===== config.mk =====
export PLATFORM = sky130hd
export DESIGN_NAME = jk_mode_register_flat
export DESIGN_NICKNAME = d
export VERILOG_FILES = /design/src/rtl/jk_mode_register_if.sv /design/src/rtl/jk_mode_register.sv /design/src/flat_wrapper.sv
export SDC_FILE = /design/constraint.sdc
export NUM_CORES = 1
export LEC_CHECK = 0
export CORE_MARGIN = 8
export CORE_UTILIZATION = 40
export CTS_CLUSTER_DIAMETER = 200
export DETAILED_ROUTE_END_ITERATION = 8
export GPL_ROUTABILITY_DRIVEN = 0
export PLACE_DENSITY = 0.85
export SYNTH_ARGS = -nofsm -noshare
export SYNTH_HDL_FRONTEND = slang
export SYNTH_SLANG_ARGS = --single-unit

===== constraint.sdc =====
create_clock -name Clk -period 2 [get_ports Clk]
set_clock_uncertainty 0.1 [all_clocks]
set_input_delay 0.4 -clock Clk [delete_from_list [all_inputs] [get_ports Clk]]
set_output_delay 0.4 -clock Clk [all_outputs]
set_load 0.01 [all_outputs]

===== src/rtl/jk_mode_register_if.sv =====
`default_nettype none
// ============================================================================
//  Module   : jk_mode_register_if
//  Purpose  : Control/data bundle for jk_mode_register (operation select,
//             J/K/D operands, registered state and status flags).
//  Revision : 1.0  initial release
// ============================================================================
interface jk_mode_register_if #(
    parameter int WIDTH = 4
) ();
    logic             en;
    logic [1:0]       mode;
    logic [WIDTH-1:0] j;
    logic [WIDTH-1:0] k;
    logic [WIDTH-1:0] d;
    logic [WIDTH-1:0] q;
    logic [WIDTH-1:0] qbar;
    logic             tc;
    logic             wrap;

    modport master (
        output en, mode, j, k, d,
        input  q, qbar, tc, wrap
    );

    modport slave (
        input  en, mode, j, k, d,
        output q, qbar, tc, wrap
    );
endinterface
`default_nettype wire


===== src/rtl/jk_mode_register.sv =====
`default_nettype none
// ============================================================================
//  Module   : jk_mode_register
//  Purpose  : WIDTH-bit register with per-bit JK control, modulo up/down
//             counting and parallel load. State changes on the falling edge
//             of Clk; asynchronous active-low reset.
//  Revision : 1.0  initial release
// ============================================================================
module jk_mode_register #(
    parameter int WIDTH       = 4,
    parameter int MODULUS     = 10,
    parameter int RESET_VALUE = 0
) (
    input  wire logic          Clk,
    input  wire logic          nReset,
    jk_mode_register_if.slave  bus
);

    localparam logic [1:0] MODE_JK   = 2'b00;
    localparam logic [1:0] MODE_UP   = 2'b01;
    localparam logic [1:0] MODE_DOWN = 2'b10;
    localparam logic [1:0] MODE_LOAD = 2'b11;

    // One extra bit so MODULUS == 2**WIDTH is still representable.
    localparam logic [WIDTH:0]   MOD_EXT = (WIDTH+1)'(MODULUS);
    localparam logic [WIDTH-1:0] TOP     = WIDTH'(MODULUS - 1);
    localparam logic [WIDTH-1:0] RST_Q   = WIDTH'(RESET_VALUE);

    logic [WIDTH-1:0] q_reg;
    logic [WIDTH-1:0] qbar_reg;
    logic             wrap_reg;
    logic [WIDTH-1:0] next_q;
    logic             next_wrap;
    logic             at_top;
    logic             at_zero;
    logic             out_of_range;

    assign at_top       = (q_reg >= TOP);
    assign at_zero      = (q_reg == '0);
    assign out_of_range = ({1'b0, q_reg} >= MOD_EXT);

    // Next-state selection for the four operations; En low holds Q.
    always_comb begin
        next_q    = q_reg;
        next_wrap = 1'b0;
        if (bus.en) begin
            case (bus.mode)
                MODE_JK: begin
                    next_q = (bus.j & ~q_reg) | (~bus.k & q_reg);
                end
                MODE_UP: begin
                    // Values above the top (left by JK/load) also wrap to 0.
                    if (at_top) begin
                        next_q    = '0;
                        next_wrap = 1'b1;
                    end else begin
                        next_q = q_reg + WIDTH'(1);
                    end
                end
                MODE_DOWN: begin
                    if (at_zero) begin
                        next_q    = TOP;
                        next_wrap = 1'b1;
                    end else if (out_of_range) begin
                        // Range recovery lands on the top value without a wrap.
                        next_q = TOP;
                    end else begin
                        next_q = q_reg - WIDTH'(1);
                    end
                end
                MODE_LOAD: begin
                    next_q = bus.d;
                end
                default: begin
                    next_q = q_reg;
                end
            endcase
        end
    end

    // Q, Qbar and Wrap share one process so Qbar can never diverge from ~Q.
    always_ff @(negedge Clk or negedge nReset) begin
        if (!nReset) begin
            q_reg    <= RST_Q;
            qbar_reg <= ~RST_Q;
            wrap_reg <= 1'b0;
        end else begin
            q_reg    <= next_q;
            qbar_reg <= ~next_q;
            wrap_reg <= next_wrap;
        end
    end

    assign bus.q    = q_reg;
    assign bus.qbar = qbar_reg;
    assign bus.wrap = wrap_reg;
    // Terminal count predicts the wrap that the next falling edge will take.
    assign bus.tc   = bus.en && (((bus.mode == MODE_UP) && at_top) ||
                                 ((bus.mode == MODE_DOWN) && at_zero));

endmodule
`default_nettype wire

===== src/flat_wrapper.sv =====
// flat-port wrapper written by rule: the top's interface ports become plain ports
module jk_mode_register_flat 
#(
    parameter int WIDTH       = 4,
    parameter int MODULUS     = 10,
    parameter int RESET_VALUE = 0
)
  (Clk, nReset, bus_en, bus_mode, bus_j, bus_k, bus_d, bus_q, bus_qbar, bus_tc, bus_wrap);
  jk_mode_register_if #(.WIDTH(WIDTH)) bus_i ();
  input  wire logic Clk;
  input  wire logic nReset;
  input wire logic [$bits(bus_i.en)-1:0] bus_en;
  input wire logic [$bits(bus_i.mode)-1:0] bus_mode;
  input wire logic [$bits(bus_i.j)-1:0] bus_j;
  input wire logic [$bits(bus_i.k)-1:0] bus_k;
  input wire logic [$bits(bus_i.d)-1:0] bus_d;
  output wire logic [$bits(bus_i.q)-1:0] bus_q;
  output wire logic [$bits(bus_i.qbar)-1:0] bus_qbar;
  output wire logic [$bits(bus_i.tc)-1:0] bus_tc;
  output wire logic [$bits(bus_i.wrap)-1:0] bus_wrap;
  assign bus_i.en = bus_en;
  assign bus_i.mode = bus_mode;
  assign bus_i.j = bus_j;
  assign bus_i.k = bus_k;
  assign bus_i.d = bus_d;
  assign bus_q = bus_i.q;
  assign bus_qbar = bus_i.qbar;
  assign bus_tc = bus_i.tc;
  assign bus_wrap = bus_i.wrap;
  jk_mode_register #(.WIDTH(WIDTH), .MODULUS(MODULUS), .RESET_VALUE(RESET_VALUE)) u_core (.Clk(Clk), .nReset(nReset), .bus(bus_i));
endmodule

==> impl_metrics.py, run 1 <==
metrics = {
    "status": {
        "outcome": "finished, violations left",
        "violations": "setup timing",
    },
    "global_route": {
        "grt_use_total": 0.199,
        "overflow": 0,
        "antenna_found_initial": 0,
        "grt_max_degree": 12,
        "grt_first_pass_wirelength_mm": 5.42,
        "grt_pass1_vias": 1146,
    },
    "detailed_routing": {
        "drc": 0,
        "vias": 1017,
        "drtPass1Iterations": 4,
        "wirelength_mm": 3.87,
        "drt_iter0_markers": 38,
        "wl_per_cell_um": 21.9,
        "postRouteAntennaNets": 0,
        "viasPerCell": 5.75,
    },
    "synth": {
        "ys_ff_latch": 9,
        "yosysUniqueCellTypes": 36,
        "synthArstFlopShare": 1.00,
        "synth_edf_count": 0,
        "ys_dominant_reg_cell": "dfrtn_1",
        "syn_area_um2": 793,
        "avgSynthCellArea_um2": 9.33,
        "ys_seq_area_frac": 0.290,
        "ys_warn_count": 0,
        "synth_cells": 85,
        "synthesis.nets": 111,
    },
    "finish": {
        "nets": 177,
        "seqCellArea_um2": 230,
        "multiInputGateArea_um2": 763,
        "fillers": 86,
        "antennaDiodeCount": 0,
        "final_layout_size_suffix_gt1_frac": 0.620,
        "final_common_cell": "buf_4",
        "most-common-layout-cells": "buf_4, buf_6, clkdlybuf4s50_1",
        "area_growth_syn_to_layout_pct": 112,
    },
    "clocking": {
        "cts_tree": "yes",
        "cts.reportedPaths.clkPinSlew_ns": 0.06,
        "clk_latency_ns": 0.28,
        "cts.htree.levels": 1,
        "numCtsBuffers": 3,
        "clkSinkCount": 9,
        "cts_root_buffer": "clkbuf_4",
        "cts_buffer_depth": 2,
    },
    "setup_path": {
        "crit_slowest_cell": "dfrtn_1",
        "endpoint_kind": "output pin",
        "required_ns": 1.50,
        "crit_path_max_fanout": 3,
        "critPathBufInv": 2,
        "worstSetupPathType": "flop to output pin",
        "cpPeakStageDelay_ns": 0.42,
        "startpoint_type": "flop",
        "worstPathArrival_ns": 2.81,
        "path_cells": "inv_2, ha_2, or3b_4, a32oi_2, nor2b_1, buf_2",
        "crit_family": "simple AND/OR/NAND/NOR gates",
    },
    "timing": {
        "layout_setup_ws_ns": -1.31,
        "finalSetupViolCount": 19,
        "relSlewSlack": 0.758,
        "hold_viol_final": 0,
        "tightest_slew_ns": 0.359,
        "slew_viol_final": 0,
        "rsz0062_at_grt": "yes",
        "whs_ns": 0.688,
    },
    "placed_design": {
        "hpwl_mm": 2.08,
        "place_ws_ns": -1.34,
        "port-buffer-count": 26,
    },
    "pwr": {
        "total_power_mw": 1.34,
        "ir_drop_v": 0.000589,
        "power-per-cell-area_nw_per_um2": 799,
        "leakagePower_nw": 0.741,
    },
    "floorplan": {
        "io_pins": 27,
        "initial_core_util": 0.413,
        "die_h_um": 60.5,
        "core_area_um2": 1920,
        "dieArea_um2": 3660,
        "rows": 16,
        "die-width_um": 60.5,
    },
    "job": {
        "maxCapViolations": 0,
    },
    "hold_path": {
        "hold_path_class": "flop to flop",
    },
}
[through the flow]
stage,setup TNS [ns],instances,instance area (um^2),utilization
floorplan,-4.35,85,916,-
global placement,-16.47,162,1380,0.719
detailed placement,-17.02,162,1380,0.719
CTS,-8.71,175,1610,0.840
global route,-8.79,177,1680,0.874
finish,-8.45,177,1680,0.874
[where the power goes]
part	switching, mW	internal (mW)	total [mW]
Combinational	0.402	0.468	0.870
Sequential	0.0386	0.241	0.279
Clock	0.108	0.0851	0.193
[routing by layer]
metal  wire length (um)  part of all wire  up-vias  global-route usage
li1                   -                 -      444                   -
met1               1460              0.38      502               0.189
met2               2020              0.52       54               0.383
met3                219             0.057       17              0.0530
met4                167             0.043        0              0.0963
met5                  0                 0        -                   0
[timing repair]
| action | 4_1_cts | 5_1_grt |
|---|---|---|
| setup buffers | 7 | 7 |
| pin swaps | 9 | 7 |
| endpoints found under the setup margin | 19 | 19 |
| endpoints found under the hold margin | 0 | 0 |
| resized for setup | 89 | 20 |
| hold buffers | 0 | 0 |
[final timing paths]
check,from,endpoint,slack (ns),cells after the start
worst max register to register,flop,u_core.bus.qbar[0],-0.25,8
worst max-delay path,flop,bus_tc,-1.31,6
max in group asynchronous,nReset,asynchronous set/reset pin,0.26,2
worst min register to register,flop,flop,0.69,3
min in group asynchronous,nReset,u_core.bus.wrap,1.37,2
worst min-delay path,flop,flop,0.69,3
[cell type report]
type,count,area share
Multi-Input combinational cell,67,0.455
Clock inverter,5,0.0119
Tap cell,27,0.0201
Clock buffer,3,0.0134
Inverter,5,0.0246
Sequential cell,9,0.137
Timing Repair Buffer,61,0.338
[worst min-delay path, cell delays in order (launching register included)]
cell     delay, ns
dfrtn_1       0.39
buf_4         0.20
nand3_1       0.10
o221a_2       0.18
[cells by family after synthesis]
group                      count (synthesis)  share of synthesized area
AOI/OAI and AO/OA                         31                      0.304
adders and majority gates                  9                      0.142
buffers and inverters                      9                     0.0536
DFF                                        9                      0.290
and+or+nand+nor                           27                      0.210
[cell usage after synthesis (2+ instances only)]
cell,instances,area [um^2]
nand2b_1,7,43.8
a21oi_1,5,25.0
dfstp_2,4,105
a21boi_0,4,30.0
nand2_1,5,18.8
dfrtn_1,5,125
ha_1,9,113
inv_1,6,22.5
and2_1,3,18.8
nor2b_1,4,25.0
a31oi_1,3,18.8
nor3b_1,2,15.0
a31o_2,2,17.5
o21ai_0,4,20.0
Note: power is estimated with default switching activity, not from simulation.
==> inputs of run 2 (changes only) <==
--- a/config.mk
+++ b/config.mk
@@ -10,6 +10,7 @@
 export CTS_CLUSTER_DIAMETER = 200
 export DETAILED_ROUTE_END_ITERATION = 8
 export GPL_ROUTABILITY_DRIVEN = 0
+export GPL_TIMING_DRIVEN = 0
 export PLACE_DENSITY = 0.85
 export SYNTH_ARGS = -nofsm -noshare
 export SYNTH_HDL_FRONTEND = slang
==> run 2 against run 1 <==
The flow still finishes with violations (setup timing). Final cell count fell by 6.8%. Clock-buffer cell count rose by 1. Die area unchanged. Clock power is essentially flat. Critical path type unchanged. Critical endpoint unchanged.
==> impl_metrics.py, run 2 (same netlist as run 1, synthesis figures left out) <==
metrics = {
    "timing": {
        "layout_setup_ws_ns": -1.36,
        "whs_ns": 0.504,
        "tightest_slew_ns": 0.435,
        "hold_viol_final": 0,
        "rsz0062_at_grt": "yes",
        "slew_viol_final": 0,
        "finalSetupViolCount": 19,
        "relSlewSlack": 0.707,
    },
    "setup_path": {
        "r2r_end": "u_core.bus.qbar[3]",
        "endpoint": "bus_tc",
        "rrSetupSlack_ns": -0.12,
        "worstSetupPathType": "flop to output pin",
        "crit_path_max_fanout": 3,
        "endpoint_kind": "output pin",
        "required_ns": 1.50,
        "worstPathArrival_ns": 2.86,
        "ff2ff_path_depth": 8,
        "startpoint_type": "flop",
    },
    "detailed_routing": {
        "drt_iter0_markers": 26,
        "wl_per_cell_um": 20.8,
        "drc": 0,
        "postRouteAntennaNets": 0,
        "vias": 939,
        "viasPerCell": 5.69,
        "wirelength_mm": 3.43,
        "drtPass1Iterations": 4,
    },
    "finish": {
        "most-common-layout-cells": "buf_6, buf_4, clkdlybuf4s50_1, ha_4",
        "fillers": 115,
        "stdcell_count": 165,
        "final_layout_size_suffix_gt1_frac": 0.558,
        "antennaDiodeCount": 0,
        "nets": 165,
        "final_common_cell": "buf_6",
        "area_growth_syn_to_layout_pct": 100,
    },
    "clocking": {
        "cts_tree": "yes",
        "cts_root_buffer": "clkbuf_4",
        "clkSinkCount": 9,
        "numCtsBuffers": 3,
        "cts.reportedPaths.clkPinSlew_ns": 0.05,
        "cts_buffer_depth": 2,
        "clk_latency_ns": 0.29,
        "cts.htree.levels": 1,
    },
    "floorplan": {
        "die_h_um": 60.5,
        "rows": 16,
        "io_pins": 27,
        "initial_core_util": 0.413,
        "dieArea_um2": 3660,
        "die-width_um": 60.5,
        "core_area_um2": 1920,
    },
    "placed_design": {
        "hpwl_mm": 1.80,
        "port-buffer-count": 26,
        "dp_cells": 138,
    },
    "pwr": {
        "p_int_uw": 766,
        "power-per-cell-area_nw_per_um2": 807,
        "p_switching_uw": 517,
        "p_comb_frac": 0.632,
        "swShare": 0.403,
        "leakagePower_nw": 0.676,
        "power_frac_seq": 0.217,
        "ir_drop_v": 0.000573,
        "clockPowerShare": 0.151,
    },
    "global_route": {
        "grt_max_degree": 11,
        "antenna_found_initial": 0,
        "grt_use_total": 0.182,
        "grt_first_pass_wirelength_mm": 4.73,
        "grt_pass1_vias": 972,
        "overflow": 0,
    },
    "job": {
        "maxCapViolations": 0,
    },
    "status": {
        "violations": "setup timing",
        "outcome": "finished, violations left",
    },
    "hold_path": {
        "hold_path_class": "flop to flop",
    },
}
==> run 2: power by group through the flow <==
stage / logic, mW / clock network [mW] / registers (mW)
after floorplan: 0.305 / 0.0156 / 0.305
after global placement: 0.500 / 0.0156 / 0.291
after detailed placement: 0.512 / 0.0156 / 0.292
after CTS: 0.693 / 0.180 / 0.274
after global routing: 0.850 / 0.206 / 0.282
final: 0.811 / 0.193 / 0.279
==> run 2: through the flow <==
step / util / setup TNS [ns] / worst slack [ns] / area [um^2] / total power [mW]
6_report: 0.827 / -8.21 / -1.36 / 1590 / 1.28
5_1_grt: 0.827 / -8.65 / -1.41 / 1590 / 1.34
4_1_cts: 0.770 / -7.83 / -1.35 / 1480 / 1.15
3_5_place_dp: 0.630 / -17.94 / -1.55 / 1210 / 0.819
3_3_place_gp: 0.630 / -17.50 / -1.54 / 1210 / 0.807
2_1_floorplan: - / -4.35 / -0.988 / 916 / 0.625
==> run 2: layout make-up <==
class                           count  area [um^2]  share of cell area
Buffer                              3         30.0              0.0189
Clock buffer                        4         26.3              0.0165
Clock inverter                      4         15.0             0.00944
Inverter                            5         48.8              0.0307
Multi-Input combinational cell     67          751               0.472
Sequential cell                     9          230               0.145
Tap cell                           27         33.8              0.0212
Timing Repair Buffer               46          455               0.286
==> run 2: how the worst min path moves through the flow <==
stage | depth (start not counted) | endpoint | from | slack, ns
2_1_floorplan | 2 | flop | flop | 0.62
3_3_place_gp | 3 | flop | flop | 0.64
3_5_place_dp | 3 | flop | flop | 0.65
4_1_cts | 2 | flop | flop | 0.54
5_1_grt | 2 | flop | flop | 0.56
6_report | 2 | flop | flop | 0.50
==> run 2: repair_timing <==
item,4_1_cts,5_1_grt
setup endpoints to repair,19,19
buffers inserted,16,8
pin swaps,9,5
hold buffers,0,0
gates resized for setup,90,18
==> run 2: critical path, stage by stage (launching register included) <==
cell      delay [ns]
dfrtn_1         0.42
clkbuf_8        0.15
inv_6           0.04
ha_4            0.15
or3b_4          0.38
a32oi_2         0.22
nor2b_2         0.07
buf_2           0.14
==> run 2: per-layer routing <==
| layer | up-vias | track usage | part of all wire |
|---|---|---|---|
| met2 | 39 | 0.343 | 0.56 |
| met4 | 0 | 0.133 | 0.050 |
| li1 | 423 | - | - |
| met3 | 16 | 0.0530 | 0.044 |
| met1 | 461 | 0.161 | 0.34 |
| met5 | - | 0 | 0 |
==> inputs of run 3 (changes only) <==
--- a/config.mk
+++ b/config.mk
@@ -5,13 +5,16 @@
 export SDC_FILE = /design/constraint.sdc
 export NUM_CORES = 1
 export LEC_CHECK = 0
+export CELL_PAD_IN_SITES_DETAIL_PLACEMENT = 1
+export CELL_PAD_IN_SITES_GLOBAL_PLACEMENT = 1
 export CORE_MARGIN = 8
-export CORE_UTILIZATION = 40
+export CORE_UTILIZATION = 29
 export CTS_CLUSTER_DIAMETER = 200
 export DETAILED_ROUTE_END_ITERATION = 8
 export GPL_ROUTABILITY_DRIVEN = 0
 export GPL_TIMING_DRIVEN = 0
-export PLACE_DENSITY = 0.85
+export PLACE_DENSITY = 0.83
 export SYNTH_ARGS = -nofsm -noshare
 export SYNTH_HDL_FRONTEND = slang
 export SYNTH_SLANG_ARGS = --single-unit
+export TNS_END_PERCENT = 100
==> run 3 against run 2 <==
The run still ends with setup timing left. Clock-buffer cell count unchanged. Sequential power hardly changed. First-iteration DRC count fell by 7.7%. Sequential share of layout area is 0.092 points higher. Worst setup slack got worse by 0.0076 ns. Critical path depth stayed put. Total power is 2.4% lower. Core utilization decreased by 24 points. Routed wire length shrank 5.6%. Combinational power shrank 5.3%. Register-to-register slack better by 0.07 ns. Worst hold slack improved by 0.21 ns.
==> impl_metrics.py, run 3 (same netlist as run 1, synthesis figures left out) <==
metrics = {
    "clocking": {
        "holdBufCountCts": 0,
        "cts_buffer_depth": 2,
        "cts_root_buffer": "clkbuf_4",
        "cts_tree": "yes",
        "numCtsBuffers": 3,
        "clk_latency_ns": 0.27,
        "cts.htree.levels": 1,
        "clkSinkCount": 9,
        "cts.reportedPaths.clkPinSlew_ns": 0.05,
    },
    "pwr": {
        "p_switching_uw": 482,
        "clockPowerShare": 0.165,
        "total_power_mw": 1.25,
        "ir_drop_v": 0.000486,
        "power-per-cell-area_nw_per_um2": 792,
        "power_frac_seq": 0.221,
        "p_comb_frac": 0.614,
        "swShare": 0.385,
        "leakagePower_nw": 0.665,
        "p_int_uw": 770,
    },
    "global_route": {
        "overflow": 0,
        "grt_use_total": 0.152,
        "grt_max_degree": 11,
        "antenna_found_initial": 0,
        "grt_pass1_vias": 1030,
        "grt_first_pass_wirelength_mm": 5.39,
    },
    "setup_path": {
        "rrSetupSlack_ns": -0.05,
        "endpoint": "bus_tc",
        "crit_slowest_cell": "dfrtn_1",
        "cpPeakStageDelay_ns": 0.43,
        "startpoint_type": "flop",
        "crit_family": "simple AND/OR/NAND/NOR gates",
        "endpoint_kind": "output pin",
        "worst-path-stages": 7,
        "path_cells": "clkbuf_8, inv_6, ha_4, or3b_4, a32oi_2, nor2b_1, buf_2",
        "ff2ff_path_depth": 7,
        "worstSetupPathType": "flop to output pin",
        "worstPathArrival_ns": 2.87,
        "required_ns": 1.50,
        "r2r_end": "u_core.bus.qbar[0]",
        "crit_path_max_fanout": 3,
        "critPathBufInv": 3,
    },
    "placed_design": {
        "port-buffer-count": 26,
        "hpwl_mm": 2.01,
        "place_area_um2": 1210,
        "dp_cells": 142,
        "place_ws_ns": -1.59,
    },
    "detailed_routing": {
        "wirelength_mm": 3.24,
        "vias": 888,
        "drt_iter0_markers": 24,
        "drc": 0,
        "postRouteAntennaNets": 0,
        "viasPerCell": 5.35,
        "wl_per_cell_um": 19.5,
        "drtPass1Iterations": 4,
    },
    "floorplan": {
        "dieArea_um2": 4660,
        "io_pins": 27,
        "die_h_um": 68.3,
        "die-width_um": 68.3,
        "initial_core_util": 0.295,
        "rows": 19,
        "core_area_um2": 2690,
    },
    "finish": {
        "most-common-layout-cells": "buf_6, buf_4, clkdlybuf4s50_1, ha_4",
        "finalInstanceArea_um2": 1580,
        "stdcell_count": 166,
        "final_layout_size_suffix_gt1_frac": 0.541,
        "final_common_cell": "buf_6",
        "final_util": 0.588,
        "antennaDiodeCount": 0,
        "area_growth_syn_to_layout_pct": 99.2,
        "nets": 162,
    },
    "job": {
        "maxCapViolations": 0,
    },
    "hold_path": {
        "hold_depth": 2,
        "hold_path_class": "flop to flop",
    },
    "status": {
        "violations": "setup timing",
        "outcome": "finished, violations left",
    },
    "timing": {
        "layout_setup_ws_ns": -1.37,
        "hold_viol_final": 0,
        "rsz0062_at_grt": "yes",
        "slew_viol_final": 0,
        "tightest_slew_ns": 0.473,
        "finalSetupViolCount": 19,
        "fin_setup_tns_ns": -8.04,
        "whs_ns": 0.717,
        "relSlewSlack": 0.681,
    },
}
[run 3: cell types whose count changed in the layout (fill, tap and decap cells not counted), sizes merged]
cell / before / now
inv: 8 / 9
clkinv: 1 / 0
buf: 34 / 31
[run 3: cell type report]
cell class / instances / area [um^2]
clock inverter: 4 / 15.0
timing repair buffer: 43 / 452
sequential: 9 / 230
buffer: 3 / 30.0
fill: 283 / 1110
inverter: 5 / 43.8
tap: 31 / 38.8
clock buffer: 4 / 36.3
multi-input combinational: 67 / 734
[run 3: worst min-delay path by stage]
stage | start | to | slack, ns
after detailed placement | flop | flop | 0.67
after global routing | flop | flop | 0.74
after floorplan | flop | flop | 0.62
after global placement | flop | flop | 0.65
final | flop | flop | 0.72
after CTS | flop | flop | 0.67
[run 3: what timing repair did]
action | in CTS | in global routing
setup endpoints to repair | 19 | 19
pin swaps | 8 | 8
buffers inserted | 12 | 6
gates resized for setup | 93 | 10
[run 3: routing by layer]
| metal | track usage | vias to the layer above | share of wire |
|---|---|---|---|
| met5 | 0 | - | 0 |
| met4 | 0.0742 | 0 | 0.014 |
| met3 | 0.0311 | 4 | 0.050 |
| met2 | 0.273 | 35 | 0.53 |
| met1 | 0.165 | 436 | 0.41 |
| li1 | - | 413 | - |
[run 3: power groups by stage]
stage	sequential [mW]	clock (mW)	combinational, mW
4_1_cts	0.273	0.209	0.703
5_1_grt	0.282	0.231	0.815
2_1_floorplan	0.305	0.0156	0.305
6_report	0.277	0.207	0.768
3_5_place_dp	0.296	0.0156	0.522
3_3_place_gp	0.293	0.0156	0.505
[run 3: tightest hold or removal path, stage by stage (launching register included)]
cell and delay, ns:
dfrtn_1 0.40, buf_2 0.23, a311oi_1 0.24
